`config.mk`:
```
export PLATFORM = sky130hd
export DESIGN_NAME = param_vending_machine_flat
export DESIGN_NICKNAME = d
export VERILOG_FILES = /design/src/rtl/param_vending_machine_if.sv /design/src/rtl/param_vending_machine.sv /design/src/flat_wrapper.sv
export SDC_FILE = /design/constraint.sdc
export NUM_CORES = 1
export LEC_CHECK = 0
export ABC_AREA = 1
export CORE_ASPECT_RATIO = 1.25
export CORE_MARGIN = 2
export CORE_UTILIZATION = 36
export DETAILED_ROUTE_END_ITERATION = 12
export PLACE_DENSITY_LB_ADDON = 0.15
export SYNTH_ARGS = -nofsm -noshare
export SYNTH_HDL_FRONTEND = slang
export SYNTH_SLANG_ARGS = --single-unit
```
`constraint.sdc`:
```
create_clock -name Clk -period 3.2 [get_ports Clk]
set_clock_uncertainty 0.05 [all_clocks]
set_input_delay 0.64 -clock Clk [delete_from_list [all_inputs] [get_ports Clk]]
set_output_delay 0.64 -clock Clk [all_outputs]
set_load 0.05 [all_outputs]
```
`src/rtl/param_vending_machine_if.sv`:
```
// Coin / dispense / change bundle for param_vending_machine.
// master drives the coin strobes and ChangeAck; slave is the vending core.
interface param_vending_machine_if #(
    parameter int CREDIT_W = 8
);
    logic                N;
    logic                D;
    logic                Q;
    logic                Cancel;
    logic                ChangeAck;
    logic                Candy;
    logic [CREDIT_W-1:0] Number;
    logic                ChangeValid;
    logic [CREDIT_W-1:0] Change;
    logic                CoinReject;

    modport master (
        output N, D, Q, Cancel, ChangeAck,
        input  Candy, Number, ChangeValid, Change, CoinReject
    );

    modport slave (
        input  N, D, Q, Cancel, ChangeAck,
        output Candy, Number, ChangeValid, Change, CoinReject
    );
endinterface

```
`src/rtl/param_vending_machine.sv`:
```
// Parameterised vending machine: accumulates N/D/Q coins, dispenses at PRICE,
// returns change via a valid/ack hold. Optional refund-on-cancel: VEND_CANCEL_EN.
module param_vending_machine #(
    parameter int PRICE    = 25,
    parameter int CREDIT_W = 8
) (
    input  logic                    Clk,
    input  logic                    Reset,
    param_vending_machine_if.slave  bus
);

    typedef enum logic [1:0] {
        S_IDLE,
        S_COLLECT,
        S_VEND,
        S_CHANGE
    } state_t;

    // one extra bit so credit+coin never wraps before the price compare
    localparam int            SW       = CREDIT_W + 1;
    localparam logic [SW-1:0] LP_PRICE = SW'(PRICE);
    localparam logic [SW-1:0] LP_NICK  = SW'(5);
    localparam logic [SW-1:0] LP_DIME  = SW'(10);
    localparam logic [SW-1:0] LP_QUAR  = SW'(25);

    state_t              r_state;
    state_t              w_state_nxt;
    logic [CREDIT_W-1:0] r_credit;
    logic [CREDIT_W-1:0] w_credit_nxt;
    logic [CREDIT_W-1:0] r_refund;
    logic [CREDIT_W-1:0] w_refund_nxt;
    logic [CREDIT_W-1:0] r_change;
    logic [CREDIT_W-1:0] w_change_nxt;
    logic                r_candy;
    logic                w_candy_nxt;
    logic                r_reject;
    logic                w_reject_nxt;
    logic                r_cv;
    logic                w_cv_nxt;

    logic                w_any;
    logic                w_one;
    logic                w_open;
    logic                w_cancel;
    logic                w_cancel_hit;
    logic [SW-1:0]       w_coin;
    logic [SW-1:0]       w_sum;
    logic [SW-1:0]       w_over;

`ifdef VEND_CANCEL_EN
    assign w_cancel = bus.Cancel;
`else
    // Cancel stays on the port but can never take effect
    assign w_cancel = 1'b0 & bus.Cancel;
`endif

    assign w_any  = bus.N | bus.D | bus.Q;
    // odd parity and not all three high means exactly one strobe
    assign w_one  = (bus.N ^ bus.D ^ bus.Q) & ~(bus.N & bus.D & bus.Q);
    assign w_open = (r_state == S_IDLE) || (r_state == S_COLLECT);

    assign w_cancel_hit = w_cancel && (r_state == S_COLLECT);

    // coin value is only meaningful when w_one is set
    assign w_coin = (bus.N ? LP_NICK : '0)
                  + (bus.D ? LP_DIME : '0)
                  + (bus.Q ? LP_QUAR : '0);
    assign w_sum  = {1'b0, r_credit} + w_coin;
    assign w_over = w_sum - LP_PRICE;

    // state register and registered outputs
    always_ff @(posedge Clk) begin
        if (Reset) begin
            r_state  <= S_IDLE;
            r_credit <= '0;
            r_refund <= '0;
            r_change <= '0;
            r_candy  <= 1'b0;
            r_reject <= 1'b0;
            r_cv     <= 1'b0;
        end else begin
            r_state  <= w_state_nxt;
            r_credit <= w_credit_nxt;
            r_refund <= w_refund_nxt;
            r_change <= w_change_nxt;
            r_candy  <= w_candy_nxt;
            r_reject <= w_reject_nxt;
            r_cv     <= w_cv_nxt;
        end
    end

    // next state, credit and pending refund
    always_comb begin
        w_state_nxt  = r_state;
        w_credit_nxt = r_credit;
        w_refund_nxt = r_refund;
        unique case (r_state)
            S_IDLE, S_COLLECT: begin
                if (w_cancel_hit) begin
                    w_state_nxt  = S_CHANGE;
                    w_refund_nxt = r_credit;
                    w_credit_nxt = '0;
                end else if (w_one) begin
                    if (w_sum < LP_PRICE) begin
                        w_state_nxt  = S_COLLECT;
                        w_credit_nxt = w_sum[CREDIT_W-1:0];
                    end else begin
                        w_state_nxt  = S_VEND;
                        w_credit_nxt = '0;
                        w_refund_nxt = w_over[CREDIT_W-1:0];
                    end
                end
            end
            S_VEND: begin
                if (r_refund != '0) begin
                    w_state_nxt = S_CHANGE;
                end else begin
                    w_state_nxt = S_IDLE;
                end
            end
            S_CHANGE: begin
                if (bus.ChangeAck) begin
                    w_state_nxt  = S_IDLE;
                    w_refund_nxt = '0;
                end
            end
            default: begin
                w_state_nxt  = S_IDLE;
                w_credit_nxt = '0;
                w_refund_nxt = '0;
            end
        endcase
    end

    // next values of the registered outputs
    always_comb begin
        w_candy_nxt  = (w_state_nxt == S_VEND);
        w_reject_nxt = w_any && !(w_open && w_one && !w_cancel_hit);
        w_cv_nxt     = (w_state_nxt == S_CHANGE);
        w_change_nxt = w_cv_nxt ? w_refund_nxt : '0;
    end

    assign bus.Candy       = r_candy;
    assign bus.Number      = r_credit;
    assign bus.ChangeValid = r_cv;
    assign bus.Change      = r_change;
    assign bus.CoinReject  = r_reject;

endmodule

```
`src/flat_wrapper.sv`:
```
// flat-port wrapper written by rule: the top's interface ports become plain ports
module param_vending_machine_flat 
#(
    parameter int PRICE    = 25,
    parameter int CREDIT_W = 8
)
  (Clk, Reset, bus_N, bus_D, bus_Q, bus_Cancel, bus_ChangeAck, bus_Candy, bus_Number, bus_ChangeValid, bus_Change, bus_CoinReject);
  param_vending_machine_if #(.CREDIT_W(CREDIT_W)) bus_i ();
  input  logic Clk;
  input  logic Reset;
  input wire logic [$bits(bus_i.N)-1:0] bus_N;
  input wire logic [$bits(bus_i.D)-1:0] bus_D;
  input wire logic [$bits(bus_i.Q)-1:0] bus_Q;
  input wire logic [$bits(bus_i.Cancel)-1:0] bus_Cancel;
  input wire logic [$bits(bus_i.ChangeAck)-1:0] bus_ChangeAck;
  output wire logic [$bits(bus_i.Candy)-1:0] bus_Candy;
  output wire logic [$bits(bus_i.Number)-1:0] bus_Number;
  output wire logic [$bits(bus_i.ChangeValid)-1:0] bus_ChangeValid;
  output wire logic [$bits(bus_i.Change)-1:0] bus_Change;
  output wire logic [$bits(bus_i.CoinReject)-1:0] bus_CoinReject;
  assign bus_i.N = bus_N;
  assign bus_i.D = bus_D;
  assign bus_i.Q = bus_Q;
  assign bus_i.Cancel = bus_Cancel;
  assign bus_i.ChangeAck = bus_ChangeAck;
  assign bus_Candy = bus_i.Candy;
  assign bus_Number = bus_i.Number;
  assign bus_ChangeValid = bus_i.ChangeValid;
  assign bus_Change = bus_i.Change;
  assign bus_CoinReject = bus_i.CoinReject;
  param_vending_machine #(.PRICE(PRICE), .CREDIT_W(CREDIT_W)) u_core (.Clk(Clk), .Reset(Reset), .bus(bus_i));
endmodule
```
# Word level (Yosys, flattened, before mapping)
# Index checks and enable logic that the tools add are counted.
dict set report word_totals {
  memories 0
  out_inout_bits 19
  mem_bits_rw 0
  latchBits 0
  input_bits 7
  ff_bits 29
  rom_bits 0
  wordCells 48
}
dict set report classes {
  reduce_logical 9
  shifts 0
  n_bitwise 9
  n_lt_le_gt_ge 1
  div_mod_pow 0
  add_sub_neg 4
  muxes 13
  n_eq_ne 5
  mul 0
}
# cell n
set op_table {}
lappend op_table {{$mux W8} 4}
lappend op_table {{$add A9 B9 Y9} 2}
lappend op_table {{$pmux W8 S2} 1}
lappend op_table {{$add A8 B9 Y9} 1}
lappend op_table {{$lt A9 B5 Y1 const B} 1}
lappend op_table {{$eq A2 B2 Y1 const B} 4}
lappend op_table {{$mux W2} 4}
lappend op_table {{$reduce_bool A8 Y1} 1}
lappend op_table {{$sub A8 B5 Y8 const B} 1}
lappend op_table {{$pmux W2 S3} 1}
lappend op_table {{$mux W5} 1}
lappend op_table {{$mux W4} 1}
lappend op_table {{$reduce_or A2 Y1} 2}
lappend op_table {{$and A1 B1 Y1} 3}
lappend op_table {{$mux W3} 1}
lappend op_table {{$eq A2 B1 Y1 const B} 1}
lappend op_table {{$logic_and A1 B1 Y1} 2}
lappend op_table {{$logic_not A2 Y1} 1}
lappend op_table {{$not A1 Y1} 2}
lappend op_table {{$or A1 B1 Y1} 2}
lappend op_table {{$reduce_and A2 Y1} 1}
lappend op_table {{$xor A1 B1 Y1} 2}
lappend op_table {{$logic_not A1 Y1} 1}
lappend op_table {{$logic_or A1 B1 Y1} 1}

# Depth between registers and ports, before layout
# Gate-level depths: netlist of the first run.
dict set report depth {
  ltp_word 11
  ltp_mapped 16
  ltp_nobuf 16
}

# Worst setup path after synthesis of the first run
# No wires, ideal clock.
dict set report synth_path {
  path_type {input-to-reg}
  start {in bus_Q}
  end {reg u_core.r_state[0]}
  path_buffers 0
  cell_stages 13
  slack_ps 280
  t_required_ps 3091
  arrival_ps 2811
  setup_time_ps 59
  path_cell_list {fa_1 ha_1 fa_1 nor3_1 nor2_2 nand3_2 nand2_2 nor2_4 nand2_4 nand2_8 nand2_4 o21ai_2 and2_1}
}
dict set report synth_between {
  elab_chain_cells 7
  elab_cells_between_ends 11
  classes_between {add/sub (2); order compare (1); mux (4); bitwise (4)}
}
# element line_no
set synth_lines {}
lappend synth_lines {{start: declaration} flat_wrapper.sv:13} ;# input wire logic [$bits(bus_i.Q)-1:0] bus_Q;
lappend synth_lines {{$mux W5} param_vending_machine.sv:67} ;# + (bus.Q ? LP_QUAR : '0);
lappend synth_lines {{$add A9 B9 Y9} param_vending_machine.sv:67}
lappend synth_lines {{$add A8 B9 Y9} param_vending_machine.sv:68} ;# assign w_sum = {1'b0, r_credit} + w_coin;
lappend synth_lines {{$lt A9 B5 Y1} param_vending_machine.sv:104} ;# if (w_sum < LP_PRICE) begin
lappend synth_lines {{$mux W2} param_vending_machine.sv:104}
lappend synth_lines {{$mux W2 *} param_vending_machine.sv:103} ;# end else if (w_one) begin
lappend synth_lines {{$pmux W2 S3 *} param_vending_machine.sv:97} ;# unique case (r_state)
lappend synth_lines {{end signal: assignment} param_vending_machine.sv:82} ;# r_state <= w_state_nxt;
lappend synth_lines {{end: declaration} param_vending_machine.sv:26} ;# state_t r_state;
# Mark *: on every way between the ends. The rest lies on a longest branch, timed or not.
# A chain may end at the register's enable or synchronous reset.

# Worst setup path after layout of the first run
dict set report layout_path {
  start {in bus_Q}
  end {reg u_core.r_refund[7]}
}
dict set report layout_between {
  elab_chain_cells 7
  elab_cells_between_ends 12
  classes_between {add/sub (3); order compare (1); mux (4); bitwise (4)}
}
# element line_no
set layout_lines {}
lappend layout_lines {{$mux W5} param_vending_machine.sv:67}
lappend layout_lines {{$add A9 B9 Y9} param_vending_machine.sv:67}
lappend layout_lines {{$add A8 B9 Y9} param_vending_machine.sv:68}
lappend layout_lines {{$sub A8 B5 Y8 / $lt A9 B5 Y1 (equally long branches)} {param_vending_machine.sv:69, param_vending_machine.sv:104}}
lappend layout_lines {{$mux W8} param_vending_machine.sv:104}
lappend layout_lines {{$mux W8 *} param_vending_machine.sv:103}
lappend layout_lines {{$pmux W8 S2 *} param_vending_machine.sv:97}
lappend layout_lines {{end signal: assignment} param_vending_machine.sv:84} ;# r_refund <= w_refund_nxt;
lappend layout_lines {{end: declaration} param_vending_machine.sv:30} ;# logic [CREDIT_W-1:0] r_refund;
# Marked as above.

==> results of run 1 <==
worst min-delay path, stage by stage (launching register included):
cell and delay [ps]:
dfxtp_1 320, inv_1 50, nor2_1 40
state kept, by name (all words and copies together), names as in the netlist:
name / count
u_core.bus.CoinReject: 1
u_core.bus.Number: 8
u_core.bus.Change: 8
u_core.r_state: 2
u_core.bus.ChangeValid: 1
u_core.bus.Candy: 1
u_core.r_refund: 8
report_power, final:
group | switching (mW) | internal (mW) | total [mW] | leakage, nW
clock | 0.144 | 0.254 | 0.398 | 0.0585
combinational | 0.614 | 0.431 | 1.04 | 0.772
sequential | 0.0529 | 0.440 | 0.493 | 0.236
total | 0.811 | 1.12 | 1.94 | 1.07
cells in the final DEF (no fill, tap or decap), drive strengths merged, types with 2 or more instances in the layout:
master,instances
nand4,2
ha,11
nor3,2
o21ai,3
dlymetal6s2s,3
buf,17
and2,2
fa,3
nand2,64
nand3,31
clkdlybuf4s50,21
a21oi,20
o41ai,2
nor2,14
xnor2,3
dfxtp,29
clkbuf,7
inv,33
nand3b,3
stage by stage:
step,TNS [ps],std cells,total power [mW]
floorplan,0,225,1.20
global placement,-5400,323,1.49
detailed placement,-6190,323,1.49
CTS,0,331,1.90
global route,0,332,2.09
finish,0,332,1.94
routing by layer:
| metal | global-route usage, % | part of all wire (%) | up-vias |
|---|---|---|---|
| met5 | 0 | 0 | - |
| met4 | 5.63 | 1.6 | 0 |
| met3 | 3.92 | 2.8 | 6 |
| met2 | 28.7 | 54 | 20 |
| met1 | 17.1 | 42 | 696 |
| li1 | - | - | 826 |
final cells by class:
| type | instances | area, um^2 |
|---|---|---|
| fill | 470 | 2170 |
| multi-input combinational | 162 | 1010 |
| sequential | 29 | 581 |
| timing repair buffer | 41 | 379 |
| inverter | 34 | 128 |
| clock buffer | 7 | 86.3 |
| tap | 58 | 72.6 |
| clock inverter | 1 | 30.0 |
cells by family (layout without fill, tap and decap cells):
group | after synthesis | after routing | share of synthesized area, %
AND/OR/NAND/NOR | 117 | 118 | 34.9
buffers and inverters | 35 | 83 | 7.80
flip-flops | 29 | 29 | 34.5
AO/OA/AOI/OAI | 26 | 26 | 8.99
adder cells (fa/ha/maj) | 14 | 14 | 11.7
XOR/XNOR | 4 | 4 | 2.08
worst paths after layout:
kind	cells after the start	start	to	slack [ps]
setup / recovery	14	bus_Q	u_core.r_refund[7]	390
hold / removal	2	u_core.bus.Number[5]	u_core.bus.Number[5]	400
setup reg to reg	13	u_core.bus.Number[0]	u_core.r_refund[7]	540
hold reg to reg	2	u_core.bus.Number[5]	u_core.bus.Number[5]	400
==> load_flow_metrics.sql, run 1 <==
INSERT INTO impl_metrics (metric_group, metric, value, unit) VALUES
('grt', 'first_global_vias', '1389', ''),
('synthesis', 'yosysWarnings', '0', ''),
('clock_tree', 'clk_path_buf_depth', '2', ''),
('worst_setup_path', 'cp.arrival', '2910', 'ps'),
('worst_setup_path', 'worst_path_dominant_cell_family', 'adder cells', ''),
('worst_setup_path', 'timing.setup.critical_path_class', 'in -> reg', ''),
('clock_tree', 'clockRootBuffer', 'clkbuf_8', ''),
('timing', 'fin_crit_sh', '87.8', '%'),
('placed_design', 'port_buffers', '24', ''),
('worst_setup_path', 'critPathCaptureType', 'register', ''),
('synthesis', 'number_of_instances_in_the_synthesized_netlist', '225', ''),
('grt', 'grt_antenna_before_repair', '0', ''),
('timing', 'timing.hold.ws', '402', 'ps'),
('synthesis', 'mappedNetlistNets', '246', ''),
('power', 'vdd_drop_max', '0.461', 'mV'),
('clock_tree', 'post_cts.repair.setup_buffers', '0', ''),
('die', 'die_ht', '80.5', 'um'),
('finish', 'antenna_diode_count', '0', ''),
('clock_tree', 'post_cts_resize_count', '0', ''),
('finish', 'layout.nets', '294', ''),
('clock_tree', 'number_of_buffers_created_by_cts', '5', ''),
('power', 'leakagePower', '1.07', 'nW'),
('route', 'post_drt_via_cell_ratio', '4.66', ''),
('timing', 'rsz_0062_raised_after_global_routing', 'no', ''),
('timing', 'tightestPinTransition', '607', 'ps'),
('synthesis', 'synth.largest_area_cell', 'dfxtp_1', ''),
('route', 'drt-pass1-iter-count', '4', ''),
('grt', 'globalRoute.totalOverflow', '0', ''),
('synthesis', 'post-synth-top-count-cell', 'nand2_1', ''),
('timing', 'fmax', '356', 'MHz'),
('die', 'dieArea', '5240', 'um^2'),
('die', 'core_area', '4460', 'um^2'),
('power', 'powerDensity', '846', 'nW/um^2'),
('timing', 'final_count_of_pins_violating_max_slew', '0', ''),
('route', 'wirelength', '3.69', 'mm'),
('timing', 'timing.slew.headroom', '59.0', '%'),
('synthesis', 'netlist_area', '1680', 'um^2'),
('grt', 'grt_pass1_wl', '6.24', 'mm'),
('finish', 'finish.instance_area', '2290', 'um^2'),
('synthesis', 'synthTopCellsByArea', 'dfxtp_1 34%, nand2_1 12%, nand3_1 8.9%, ha_1 8.2%, inv_1 6.9%', ''),
('min_path', 'min_path_type', 'reg -> reg', ''),
('placed_design', 'dpl_cell_area', '2120', 'um^2'),
('synthesis', 'top_area_cell_type_share_of_the_netlist_area', '34.5', '%'),
('worst_setup_path', 'cp_cell_sequence', 'dlymetal6s2s_1 > fa_1 > ha_2 > fa_2 > nor3_4 > nor2_2 > nand3_2 > nand2_2 > nor2_4 > nand2_4 > nand2_8 > nand2_1 > nand3_1 > a21oi_1', ''),
('clock_tree', 'cts_hold_buffers', '0', ''),
('run_status', 'run_status', 'finished, final reports clean', ''),
('die', 'design.portCount', '26', ''),
('timing', 'finalWorstPathRequiredPeriod', '2810', 'ps'),
('synthesis', 'synth-seq-cells', '29', ''),
('route', 'route.vias.total', '1548', ''),
('placed_design', 'dp_hpwl', '2.90', 'mm'),
('die', 'die_width', '65.2', 'um'),
('clock_tree', 'clock-sinks', '29', ''),
('finish', 'layout-area-overhead-vs-synth', '35.9', '%'),
('worst_setup_path', 'cpMaxStageDelayCell', 'fa_2', ''),
('route', 'detail_route.iter0.violations', '48', ''),
('synthesis', 'postSynth.topFlopCell', 'dfxtp_1', ''),
('synthesis', 'synth-edff-count', '0', ''),
('clock_tree', 'clock_tree_from_tritoncts', 'built', ''),
('worst_setup_path', 'critical_path_peak_fanout', '9', ''),
('placed_design', 'routabilityCongestion', '0.817', ''),
('synthesis', 'asyncSetResetFlopFracSynth', '0', '%'),
('route', 'route.antenna.remaining_nets', '0', ''),
('clock_tree', 'clk_pin_slew', '70', 'ps'),
('timing', 'final-setup-viol-count', '0', ''),
('synthesis', 'syn_area_per_cell', '7.48', 'um^2'),
('worst_setup_path', 'max_stage_delay', '490', 'ps'),
('synthesis', 'yosys.cell_types.count', '31', ''),
('placed_design', 'dp_slack', '-280', 'ps'),
('finish', 'finish.utilization', '51.3', '%'),
('timing', 'hold_viol', '0', '');
No activity file was read; power rests on OpenSTA's default activity.
==> run 2: changes to the inputs <==
CORE_UTILIZATION = 41   (was 36)
==> load_flow_metrics.sql, run 2 (synthesis results as in run 1) <==
INSERT INTO impl_metrics (metric_group, metric, value, unit) VALUES
('timing', 'tightestPinTransition', '602', 'ps'),
('route', 'remaining_drc_errors', '0', ''),
('placed_design', 'place.detailed.instances', '321', ''),
('finish', 'layout.nets', '296', ''),
('route', 'wire_per_inst', '11.2', 'um'),
('clock_tree', 'cts_max_level', '2', ''),
('die', 'rows', '26', ''),
('die', 'die_width', '61.3', 'um'),
('timing', 'timing.final.ws_setup', '369', 'ps'),
('power', 'vdd_drop_max', '0.449', 'mV'),
('placed_design', 'dp_slack', '-275', 'ps'),
('clock_tree', 'cts_hold_buffers', '0', ''),
('timing', 'timing.hold.ws', '403', 'ps'),
('worst_setup_path', 'worstSetupStartpointType', 'primary input', ''),
('timing', 'rsz_0062_raised_after_global_routing', 'no', ''),
('die', 'core_area', '4000', 'um^2'),
('power', 'leakagePower', '1.06', 'nW'),
('die', 'die_ht', '75.7', 'um'),
('die', 'dieArea', '4640', 'um^2'),
('finish', 'finish.instance_area', '2260', 'um^2'),
('route', 'drt-pass1-iter-count', '4', ''),
('timing', 'hold_viol', '0', ''),
('placed_design', 'routabilityCongestion', '0.795', ''),
('timing', 'fmax', '353', 'MHz'),
('die', 'starting_density_of_the_core', '42.1', '%'),
('worst_setup_path', 'cp_required', '3380', 'ps'),
('clock_tree', 'clockRootBuffer', 'clkbuf_8', ''),
('grt', 'largest_net_degree_at_the_start_of_global_routing', '12', ''),
('route', 'detail_route.iter0.violations', '40', ''),
('grt', 'globalRoute.totalOverflow', '0', ''),
('finish', 'antenna_diode_count', '0', ''),
('power', 'total_power', '1.84', 'mW'),
('worst_setup_path', 'cp.arrival', '3010', 'ps'),
('timing', 'timing.slew.headroom', '59.3', '%'),
('finish', 'finish.utilization', '56.6', '%'),
('placed_design', 'port_buffers', '24', ''),
('worst_setup_path', 'timing.setup.critical_path_class', 'in -> reg', ''),
('grt', 'grt_antenna_before_repair', '0', ''),
('min_path', 'min_path_type', 'reg -> reg', ''),
('worst_setup_path', 'critPathCaptureType', 'register', ''),
('grt', 'grt_pass1_wl', '6.18', 'mm'),
('grt', 'first_global_vias', '1466', ''),
('route', 'post_drt_via_cell_ratio', '4.70', ''),
('worst_setup_path', 'critical_path_peak_fanout', '7', ''),
('finish', 'layout_commonest_cell', 'nand2_1', ''),
('route', 'wirelength', '3.72', 'mm'),
('route', 'route.antenna.remaining_nets', '0', ''),
('clock_tree', 'clk_path_buf_depth', '2', ''),
('placed_design', 'dpl_cell_area', '2120', 'um^2'),
('placed_design', 'dp_hpwl', '2.89', 'mm'),
('route', 'route.vias.total', '1562', ''),
('timing', 'final-setup-viol-count', '0', ''),
('clock_tree', 'clock-sinks', '29', ''),
('timing', 'timing.setup.tns', '0', 'ps'),
('worst_setup_path', 'setup.reg_to_reg.worst_slack', '550', 'ps'),
('run_status', 'run_status', 'finished, final reports clean', ''),
('grt', 'grtUsageTotal', '18.2', '%'),
('timing', 'final_count_of_pins_violating_max_slew', '0', ''),
('run', 'maxCapViolCount', '0', ''),
('timing', 'finalWorstPathRequiredPeriod', '2830', 'ps'),
('power', 'powerDensity', '813', 'nW/um^2'),
('clock_tree', 'clock_tree_from_tritoncts', 'built', ''),
('clock_tree', 'clk_pin_slew', '70', 'ps'),
('timing', 'fin_crit_sh', '88.5', '%'),
('finish', 'fin_cells', '332', ''),
('clock_tree', 'number_of_buffers_created_by_cts', '5', ''),
('clock_tree', 'worst_skew_late_latency', '280', 'ps'),
('finish', 'fraction_of_final_layout_cells_sized_beyond_drive_strength_1', '20.3', '%'),
('finish', 'most-common-layout-cells', '52 x nand2_1, 31 x inv_1, 29 x nand3_1, 29 x dfxtp_1, 21 x clkdlybuf4s50_1', ''),
('die', 'design.portCount', '26', ''),
('finish', 'layout-area-overhead-vs-synth', '34.5', '%');
-- run 2: final cells by class --
| cell class | count | area, um^2 |
|---|---|---|
| tap | 56 | 70.1 |
| clock buffer | 5 | 68.8 |
| sequential | 29 | 581 |
| multi-input combinational | 163 | 1020 |
| timing repair buffer | 42 | 383 |
| fill | 403 | 1740 |
| inverter | 34 | 128 |
| clock inverter | 3 | 17.5 |
-- run 2: metal layers --
| layer | GRT usage (%) | part of all wire [%] | vias to the layer above |
|---|---|---|---|
| li1 | - | - | 828 |
| met1 | 19.1 | 40 | 703 |
| met2 | 33.2 | 55 | 25 |
| met3 | 5.09 | 3.0 | 6 |
| met4 | 7.97 | 1.3 | 0 |
| met5 | 0 | 0 | - |
-- run 2: where the power goes --
part / switching [mW] / internal, mW
Sequential: 0.0517 / 0.440
Clock: 0.147 / 0.150
Combinational: 0.620 / 0.434
Total: 0.818 / 1.02
-- run 2: worst paths after layout --
path,startpoint,end,depth (start not counted)
setup / recovery,bus_Q,u_core.bus.Change[6],17
hold reg to reg,u_core.bus.Number[5],u_core.bus.Number[5],2
hold / removal,u_core.bus.Number[5],u_core.bus.Number[5],2
setup reg to reg,u_core.bus.Number[0],u_core.bus.Change[6],14
-- run 2: repair_timing --
item,4_1_cts,5_1_grt
gates resized for setup,0,9
buffers inserted,0,1
setup endpoints to repair,0,24
-- run 2: critical path: stages --
cell and delay (ps):
dlymetal6s2s_1 150, buf_4 170, fa_1 590, ha_4 240
nand2_1 70, nand2_2 60, inv_2 60, nand3_1 110
nand3_2 110, nand2_2 70, nor2_4 180, nand2_4 130
nand2_4 120, nand3_1 100, nand3_2 110, nand2_1 50
inv_1 50
==> run 3: changes to the inputs <==
CAP_MARGIN = 20   (was unset)
==> results of run 3 <==
The final DEF is identical to that of run 2; final timing and power are the same.
